**src/rtl/fifo_rr_arbiter_if.sv**
```systemverilog
`default_nettype none
// ============================================================================
// Module      : ClockReset (interface)
// Description : Bundles the single clock and its synchronous active-high
//               reset so blocks can take them as one port.
//               client modport : clk (in), reset (in)
// Revision    : 1.0 - initial release
// ============================================================================
interface ClockReset;
  logic clk;
  logic reset;

  modport client (input clk, input reset);
endinterface : ClockReset
`default_nettype wire

```
**src/rtl/fifo_rr_arbiter.sv**
```systemverilog
`default_nettype none
// ============================================================================
// Module      : fifo_rr_arbiter
// Description : Round-robin arbiter that merges num_ports ready/enable
//               streams into one stream feeding a sync FIFO write port.
//               A grant lasts at most `burst` beats, or until the granted
//               requester drops in_enable. One IDLE cycle separates grants.
// Ports       : cr          - ClockReset.client (clk, synchronous reset)
//               in_enable   - per-requester data valid      [num_ports]
//               in_ready    - per-requester accept          [num_ports]
//               in_data     - requester k at [k*width +: width]
//               out_enable  - output beat valid
//               out_ready   - downstream accept
//               out_data    - data of the granted requester [width]
//               out_source  - index of the granted requester
//               beat_count  - per-requester 16-bit transfer counters, only
//                             present when FIFO_RR_ARBITER_STATS_EN is defined
// Revision    : 1.0 - initial release
// ============================================================================
module fifo_rr_arbiter #(
  parameter int width     = 8,
  parameter int num_ports = 4,
  parameter int burst     = 4
) (
  ClockReset.client                      cr,
  input  logic [num_ports-1:0]           in_enable,
  output logic [num_ports-1:0]           in_ready,
  input  logic [num_ports*width-1:0]     in_data,
  output logic                           out_enable,
  input  logic                           out_ready,
  output logic [width-1:0]               out_data,
  output logic [$clog2(num_ports)-1:0]   out_source
`ifdef FIFO_RR_ARBITER_STATS_EN
  ,
  output logic [num_ports*16-1:0]        beat_count
`endif
);

  localparam int                  c_src_w     = $clog2(num_ports);
  localparam int                  c_beat_w    = $clog2(burst) + 1;
  localparam logic [c_beat_w-1:0] c_beat_last = c_beat_w'(burst - 1);
  // last starts at the highest index so the first search begins at port 0
  localparam logic [c_src_w-1:0]  c_last_rst  = c_src_w'(num_ports - 1);

  typedef enum logic [0:0] {
    IDLE  = 1'b0,
    GRANT = 1'b1
  } state_t;

  state_t              state_q, state_d;
  logic [c_src_w-1:0]  grant_q, grant_d;
  logic [c_src_w-1:0]  last_q,  last_d;
  logic [c_beat_w-1:0] beat_q,  beat_d;

  logic [width-1:0]    w_word [num_ports];
  logic [c_src_w-1:0]  w_arb_pick;
  logic [c_src_w-1:0]  w_arb_idx;
  logic                w_arb_found;
  logic                w_req;

  generate
    for (genvar k = 0; k < num_ports; k++) begin : g_unpack
      assign w_word[k] = in_data[k*width +: width];
    end
  endgenerate

  assign w_req = in_enable[grant_q];

  // Round-robin search: first enabled requester after `last`, with wrap.
  always_comb begin
    w_arb_pick  = last_q;
    w_arb_idx   = '0;
    w_arb_found = 1'b0;
    for (int i = 1; i <= num_ports; i++) begin
      w_arb_idx = c_src_w'((int'(last_q) + i) % num_ports);
      if (!w_arb_found && in_enable[w_arb_idx]) begin
        w_arb_pick  = w_arb_idx;
        w_arb_found = 1'b1;
      end
    end
  end

  // Next-state logic
  always_comb begin
    state_d = state_q;
    grant_d = grant_q;
    last_d  = last_q;
    beat_d  = beat_q;
    case (state_q)
      IDLE: begin
        if (|in_enable) begin
          grant_d = w_arb_pick;
          beat_d  = '0;
          state_d = GRANT;
        end
      end
      GRANT: begin
        if (!w_req) begin
          // requester went away: release without a transfer
          last_d  = grant_q;
          state_d = IDLE;
        end else if (out_ready) begin
          if (beat_q == c_beat_last) begin
            last_d  = grant_q;
            state_d = IDLE;
          end else begin
            beat_d = beat_q + 1'b1;
          end
        end
      end
      default: state_d = IDLE;
    endcase
  end

  // Output logic; reset forces everything quiet in the same cycle so an
  // in-flight beat is aborted rather than transferred.
  always_comb begin
    out_enable = 1'b0;
    in_ready   = '0;
    out_data   = '0;
    out_source = '0;
    if (state_q == GRANT && !cr.reset) begin
      out_enable        = w_req;
      out_data          = w_word[grant_q];
      out_source        = grant_q;
      in_ready[grant_q] = out_ready;
    end
  end

  always_ff @(posedge cr.clk) begin
    if (cr.reset) begin
      state_q <= IDLE;
      grant_q <= '0;
      last_q  <= c_last_rst;
      beat_q  <= '0;
    end else begin
      state_q <= state_d;
      grant_q <= grant_d;
      last_q  <= last_d;
      beat_q  <= beat_d;
    end
  end

`ifdef FIFO_RR_ARBITER_STATS_EN
  // in_ready is only ever high for the granted port, so this is the
  // per-port transfer strobe.
  logic [num_ports-1:0] w_fire;
  assign w_fire = in_enable & in_ready;

  generate
    for (genvar k = 0; k < num_ports; k++) begin : g_stats
      logic [15:0] cnt_q;
      always_ff @(posedge cr.clk) begin
        if (cr.reset) begin
          cnt_q <= '0;
        end else if (w_fire[k]) begin
          cnt_q <= cnt_q + 16'd1;
        end
      end
      assign beat_count[k*16 +: 16] = cnt_q;
    end
  endgenerate
`endif

endmodule : fifo_rr_arbiter
`default_nettype wire

```
**src/flat_wrapper.sv**
```systemverilog
// flat-port wrapper written by rule: the top's interface ports become plain ports
module fifo_rr_arbiter_flat 
#(
  parameter int width     = 8,
  parameter int num_ports = 4,
  parameter int burst     = 4
)
  (in_enable, in_ready, in_data, out_enable, out_ready, out_data, out_source, cr_clk, cr_reset);
  ClockReset cr_i ();
  input  logic [num_ports-1:0] in_enable;
  output logic [num_ports-1:0] in_ready;
  input  logic [num_ports*width-1:0] in_data;
  output logic out_enable;
  input  logic out_ready;
  output logic [width-1:0] out_data;
  output logic [$clog2(num_ports)-1:0] out_source;
  input wire logic [$bits(cr_i.clk)-1:0] cr_clk;
  input wire logic [$bits(cr_i.reset)-1:0] cr_reset;
  assign cr_i.clk = cr_clk;
  assign cr_i.reset = cr_reset;
  fifo_rr_arbiter #(.width(width), .num_ports(num_ports), .burst(burst)) u_core (.cr(cr_i), .in_enable(in_enable), .in_ready(in_ready), .in_data(in_data), .out_enable(out_enable), .out_ready(out_ready), .out_data(out_data), .out_source(out_source));
endmodule
```
**config.mk**
```make
export PLATFORM = sky130hd
export DESIGN_NAME = fifo_rr_arbiter_flat
export DESIGN_NICKNAME = d
export VERILOG_FILES = /design/src/rtl/fifo_rr_arbiter_if.sv /design/src/rtl/fifo_rr_arbiter.sv /design/src/flat_wrapper.sv
export SDC_FILE = /design/constraint.sdc
export NUM_CORES = 1
export LEC_CHECK = 0
export ABC_AREA = 1
export BUFFER_PORTS_ARGS = -buffer_cell sky130_fd_sc_hd__buf_2
export CORE_ASPECT_RATIO = 0.75
export CORE_MARGIN = 3
export CORE_UTILIZATION = 40
export CTS_CLUSTER_DIAMETER = 40
export DETAILED_ROUTE_END_ITERATION = 7
export GPL_TIMING_DRIVEN = 0
export PLACE_DENSITY = 0.75
export SYNTH_ARGS = -nofsm -noshare
export SYNTH_HDL_FRONTEND = slang
export SYNTH_SLANG_ARGS = --single-unit
```
**constraint.sdc**
```tcl
create_clock -name cr_clk -period 1.5 [get_ports cr_clk]
set_input_delay 0.075 -clock cr_clk [delete_from_list [all_inputs] [get_ports cr_clk]]
set_output_delay 0.075 -clock cr_clk [all_outputs]
set_load 0.02 [all_outputs]
```
==> key figures, run 1 <==
Yosys
  • Syn Area/Cell: 6.28 um^2
  • Post-Synth Adder-Cell Area: 2.87%
  • Synth Instances: 139
  • Synth Register Bits: 8
  • Area share of the leading cell type in the synthesized netlist: 18.3%
  • Main combinational cell family by area after synthesis: simple AND/OR/NAND/NOR gates
  • Syn_nets: 180
  • Area leader, netlist: dfxtp_1
  • Post-Synthesis Cell Area: 873 um^2
  • Share of the yosys chip area belonging to registers: 18.3%
  • Synth Area in Compound Gates: 30.2%
  • Count of cell types in the netlist: 23
  • Largest cells by area after synthesis: dfxtp_1 (18%), nand2_1 (18%), a22oi_1 (14%)
  • Simple-Gate Fraction of Synth Area: 37.8%
  • Synth warn: 0
  • Mux share of post-synthesis cell area: 0%
  • XOR/XNOR Fraction of Synth Area: 0%

Critical path
  • Arrival @ worst endpoint: 1.36 ns
  • CP max stage cell: dfxtp_1
  • Nature of the critical path endpoint: primary output
  • FF-to-FF Start: u_core.last_q[0]
  • Worst-path fanout max: 7
  • Max stage delay on crit path: 0.32 ns
  • R2R Setup Slk: 0.07 ns
  • Setup Crit Path Kind: reg -> out
  • Reg-to-Reg End: u_core.grant_q[0]
  • Crit path cell chain: buf_6, nor2_4, buf_12, a22oi_1, a21oi_2, buf_4
  • Worst EP required: 1.42 ns
  • Crit path launch type: flop
  • Worst Reg-to-Reg Cells: 13

Placed design
  • # port buffers: 53
  • Detailed Place HPWL: 2.08 mm
  • Area after DPL: 1170 um^2
  • GP Congestion: 0.808

Global routing
  • Total Routing Usage GR: 19.0%
  • Vias in the first global route: 982
  • First-pass GRT wire length: 4.07 mm
  • Initial antenna violation count: 0
  • Largest net degree at the start of global routing: 11
  • Total congestion overflow: 0

Outcome
  • Status: completed

Final layout
  • Fraction of layout cells with a size suffix above 1: 45.5%
  • Nets@finish: 243
  • Most frequent cells in the layout: buf_2 (45), nand2_1 (36), a22oi_1 (16)
  • Inserted Diodes: 0
  • Post-route cell area: 1310 um^2
  • Area grow syn2layout: 49.7%
  • Commonest non-fill, non-tap cell in the layout: buf_2

CTS
  • Htree depth: 1
  • CTS max path bufs: 2
  • Root buf cell: clkbuf_4
  • CTS sink count: 8
  • Clock slew at reported path FFs: 0.06 ns
  • CTS Buf Count: 3
  • Worst-skew pair later-pin latency: 0.25 ns
  • CTS tree: done
  • Hold_buf cts: 0

STA
  • Final Slew Violations: 0
  • Tmin final: 1.44 ns
  • Fmax: 695 MHz
  • Worst-margin pin slew: 0.213 ns
  • RSZ-0062 raised after global routing: yes
  • # setup viols final: 0
  • Worst slew margin: 85.8%
  • Period utilization: 96.0%
  • Final hold violations: 0
  • Worst Skew: 0.00288 ns

Die
  • Ports: 54
  • Rows: 13
  • Initial Utilization: 46.3%
  • Die H: 46.5 um
  • Total die area: 2790 um^2
  • CORE AREA: 1890 um^2
  • Die Wd: 60.0 um

Worst hold path
  • Number of cells on the worst hold path: 2
  • HP Class: in -> reg
  • Hold Path Origin: cr_reset
  • Hold EP: u_core.beat_q[1]

Route
  • Drt wl/cell: 12.5 um
  • Drt pass-1 iters: 4
  • Post-DRT Antenna Nets: 0
  • DR vias/cell: 5.34
  • DR vias: 1185
  • Initial DRC count: 76
  • DR DRC count: 0
  • Post-Route WL: 2.78 mm

Power and ir drop
  • Power Density: 1190 nW/um^2
  • Lkg Pwr: 0.705 nW
  • VDD IR-drop max: 898 uV
  • PnR Total Power: 1.56 mW

Run
  • Max Cap Viol: 0
final cells by class:
cell class | instances | area, um^2
fillers | 166 | 579
repair buffers | 58 | 335
multi-input cells | 112 | 651
flip-flops and latches | 8 | 166
plain buffers | 3 | 30.0
well taps | 22 | 27.5
clock buffers | 3 | 22.5
inverters | 16 | 75.1
flip-flops by register name, indices dropped and copies added, names as in the netlist:
signal / cells
u_core.beat_q: 3
u_core.grant_q: 2
u_core.state_q: 1
u_core.last_q: 2
worst max-delay path, delay by kind of cell, from the launching register on:
family                 cells  cell delay, ns
buffers and inverters      3            0.45
DFF                        1            0.32
AOI/OAI and AO/OA          2            0.29
and+or+nand+nor            1            0.05
worst max-delay path by stage:
| stage | start | to | cells after the start |
|---|---|---|---|
| after floorplan | u_core.grant_q[1] | u_core.beat_q[2] | 8 |
| after global placement | u_core.grant_q[1] | u_core.beat_q[2] | 8 |
| after detailed placement | u_core.grant_q[1] | u_core.beat_q[2] | 8 |
| after CTS | u_core.state_q | out_data[3] | 6 |
| after global routing | u_core.last_q[0] | u_core.grant_q[1] | 11 |
| final | u_core.grant_q[1] | out_data[4] | 6 |
power by group:
group          internal, mW  switching [mW]
Clock                0.0921          0.0800
Combinational         0.456           0.630
Sequential            0.257          0.0439
metrics by stage:
stage / util [%] / setup TNS (ns) / instances / hold slack [ns] / setup slack (ns)
CTS: 64.9 / 0 / 219 / 0.0330 / 0.00582
global placement: 61.8 / 0 / 214 / 0.297 / 0.0718
detailed placement: 61.8 / 0 / 214 / 0.299 / 0.0471
finish: 69.3 / 0 / 222 / 0.0491 / 0.0606
global route: 69.3 / -0.103 / 222 / 0.0719 / -0.0429
floorplan: - / 0 / 139 / 0.144 / 0.206
routing by layer:
layer	vias up	global-route usage, %	share of wire (%)
met3	2	3.36	11
met5	-	0	0
met1	520	23.0	41
li1	600	-	-
met2	63	34.3	48
met4	0	5.31	0.22
logic make-up (layout without fill, tap and decap cells):
group                      Yosys count  in the layout
and+or+nand+nor                     71             71
buffers and inverters               19             80
DFF                                  8              8
AOI/OAI and AO/OA                   39             39
adders and majority gates            2              2
Yosys cell counts:
master     count
nor2_8         1
nor2_4         1
nor2_2         1
nand2_1       42
o2111ai_4      1
clkbuf_1       1
o211ai_1       2
inv_1         13
nand4_1        1
nand2_2        4
nand3_1        6
a21oi_1       16
ha_1           2
nor3_1         2
a22oi_1       16
o21a_1         1
nor2_1        11
nand2_4        2
o21ai_0        2
o21ai_1        1
dfxtp_1        8
buf_6          2
inv_4          3
what timing repair did:
action                     4_1_cts  5_1_grt
pin swaps                        1        4
setup endpoints to repair       11       13
setup buffers                    2        3
gates resized for setup          6       26
Note: power is estimated with default switching activity, not from simulation.
==> run 2: changes to the inputs <==
--- a/config.mk
+++ b/config.mk
@@ -6,14 +6,13 @@
 export NUM_CORES = 1
 export LEC_CHECK = 0
 export ABC_AREA = 1
-export BUFFER_PORTS_ARGS = -buffer_cell sky130_fd_sc_hd__buf_2
 export CORE_ASPECT_RATIO = 0.75
 export CORE_MARGIN = 3
 export CORE_UTILIZATION = 40
 export CTS_CLUSTER_DIAMETER = 40
 export DETAILED_ROUTE_END_ITERATION = 7
+export DONT_BUFFER_PORTS = 1
 export GPL_TIMING_DRIVEN = 0
-export PLACE_DENSITY = 0.75
 export SYNTH_ARGS = -nofsm -noshare
 export SYNTH_HDL_FRONTEND = slang
 export SYNTH_SLANG_ARGS = --single-unit
==> run 2 against run 1 <==
  * First-iteration DRC count down 33%
  * Register-to-register slack better by 0.03 ns
  * Die area unchanged
  * Global-route usage is 0.59 points lower
  * Sequential power increased by 1%
  * Critical endpoint is now out_enable
  * Non-clock buffer count fell by 52
  * Hold slack lost 0.024 ns
  * Critical path type unchanged
  * Cell area fell by 9.6%
  * Critical path depth is the same
==> key figures, run 2 (synthesis results as in run 1) <==
Global routing
  • Total congestion overflow: 0
  • Initial antenna violation count: 0
  • Vias in the first global route: 867
  • Largest net degree at the start of global routing: 11
  • Total Routing Usage GR: 18.4%
  • First-pass GRT wire length: 3.80 mm

CTS
  • Worst-skew pair later-pin latency: 0.25 ns
  • CTS sink count: 8
  • CTS max path bufs: 2
  • Root buf cell: clkbuf_4
  • CTS tree: done
  • Htree depth: 1
  • CTS Buf Count: 3
  • Clock slew at reported path FFs: 0.05 ns

Die
  • Initial Utilization: 46.3%
  • Die Wd: 60.0 um
  • Total die area: 2790 um^2
  • Ports: 54
  • Die H: 46.5 um
  • CORE AREA: 1890 um^2
  • Rows: 13

STA
  • Fmax: 694 MHz
  • Tmin final: 1.44 ns
  • # setup viols final: 0
  • Worst Skew: 0.00349 ns
  • Final Slew Violations: 0
  • RSZ-0062 raised after global routing: yes
  • Worst slew margin: 71.6%
  • Worst-margin pin slew: 0.424 ns
  • Final hold violations: 0
  • Period utilization: 96.0%

Route
  • Drt pass-1 iters: 4
  • DR DRC count: 0
  • DR vias: 1000
  • Drt wl/cell: 15.7 um
  • DR vias/cell: 5.85
  • Post-Route WL: 2.69 mm
  • Initial DRC count: 51
  • Post-DRT Antenna Nets: 0

Power and ir drop
  • VDD IR-drop max: 850 uV
  • Lkg Pwr: 0.496 nW
  • Power Density: 1360 nW/um^2

Critical path
  • Worst-path fanout max: 9
  • CP max stage cell: dfxtp_2
  • Arrival @ worst endpoint: 1.37 ns
  • Max stage delay on crit path: 0.32 ns
  • Crit path cell chain: buf_8, nor2_8, nand2_4, o2111ai_4, inv_2, nor2_4
  • Setup Crit Path Kind: reg -> out
  • Nature of the critical path endpoint: primary output
  • Crit path launch type: flop
  • Worst EP required: 1.42 ns
  • Largest delay share family, worst path: simple AND/OR/NAND/NOR gates
  • Worst Reg-to-Reg Cells: 13
  • Crit. path cell count: 6
  • CP Buf/Inv Count: 2

Final layout
  • Reg with most FFs: u_core.beat_q
  • Post-route cell area: 1180 um^2
  • Fraction of layout cells with a size suffix above 1: 36.2%
  • Fillers: 187
  • Area grow syn2layout: 35.4%
  • Nets@finish: 192
  • Biggest regs: u_core.beat_q (3), u_core.grant_q (2), u_core.last_q (2)
  • Inserted Diodes: 0
  • Most frequent cells in the layout: nand2_1 (37), a22oi_1 (11), inv_1 (11)
  • Max reg flops: 3
  • Non-filler cells, final: 171
  • Commonest non-fill, non-tap cell in the layout: nand2_1

Run
  • Max Cap Viol: 0

Worst hold path
  • Number of cells on the worst hold path: 2
  • HP Class: in -> reg

Placed design
  • GP Congestion: 0.844
  • # port buffers: 0
  • Detailed Place HPWL: 1.95 mm
  • Placed Cells: 161
  • Area after DPL: 901 um^2

Outcome
  • Status: completed
==> run 2: cell types whose count changed in the layout (fill, tap and decap cells not counted), sizes merged <==
cell         previous run  this run
buf                    61         7
clkbuf                  3         4
clkinv                  1         2
dlygate4sd3             0         1
==> run 2: what timing repair did <==
item / in CTS / in global routing
hold endpoints to repair: 3 / 0
pin swaps: 2 / 12
setup endpoints to repair: 13 / 17
gates cloned: 0 / 1
hold buffers: 1 / 0
setup buffers: 2 / 3
resized for setup: 27 / 22
==> run 2: through the flow <==
| stage | util, % | TNS [ns] | setup slack [ns] | hold WS [ns] | power [mW] |
|---|---|---|---|---|---|
| CTS | 57.2 | 0 | 0.0329 | 0.0167 | 1.45 |
| detailed placement | 47.7 | 0 | 0.0385 | 0.150 | 1.09 |
| global route | 62.7 | -0.137 | -0.0406 | 0.0366 | 1.75 |
| floorplan | - | 0 | 0.206 | 0.144 | 0.960 |
| finish | 62.7 | 0 | 0.0599 | 0.0248 | 1.61 |
| global placement | 47.7 | 0 | 0.0720 | 0.147 | 1.07 |
==> run 2: per-layer routing <==
layer | vias to the layer above | global-route usage, % | part of all wire [%]
li1 | 495 | - | -
met1 | 460 | 27.2 | 43
met5 | - | 0 | 0
met3 | 4 | 4.20 | 8.9
met4 | 0 | 2.65 | 1.3
met2 | 41 | 27.4 | 46
==> run 2: worst paths after layout <==
path / to / slack [ns] / startpoint
max: out_enable / 0.06 / u_core.grant_q[1]
min: u_core.last_q[1] / 0.02 / cr_reset
max reg2reg: u_core.grant_q[0] / 0.10 / u_core.last_q[0]
min reg2reg: u_core.beat_q[0] / 0.46 / u_core.beat_q[0]
==> run 2: where the power goes <==
part | total, mW | switching, mW | internal (mW) | leakage, nW
combinational | 1.14 | 0.703 | 0.438 | 0.415
clock | 0.163 | 0.0714 | 0.0914 | 0.0138
sequential | 0.305 | 0.0454 | 0.260 | 0.0666
total | 1.61 | 0.820 | 0.789 | 0.496
==> run 2: final cells by class <==
class | instances | area, um^2 | area share [%]
repair inverters | 1 | 5.00 | 0.423
inverters | 16 | 75.1 | 6.35
clock buffers | 3 | 22.5 | 1.90
repair buffers | 6 | 60.1 | 5.08
plain buffers | 3 | 40.0 | 3.39
flip-flops and latches | 8 | 168 | 14.2
multi-input cells | 112 | 785 | 66.3
well taps | 22 | 27.5 | 2.33
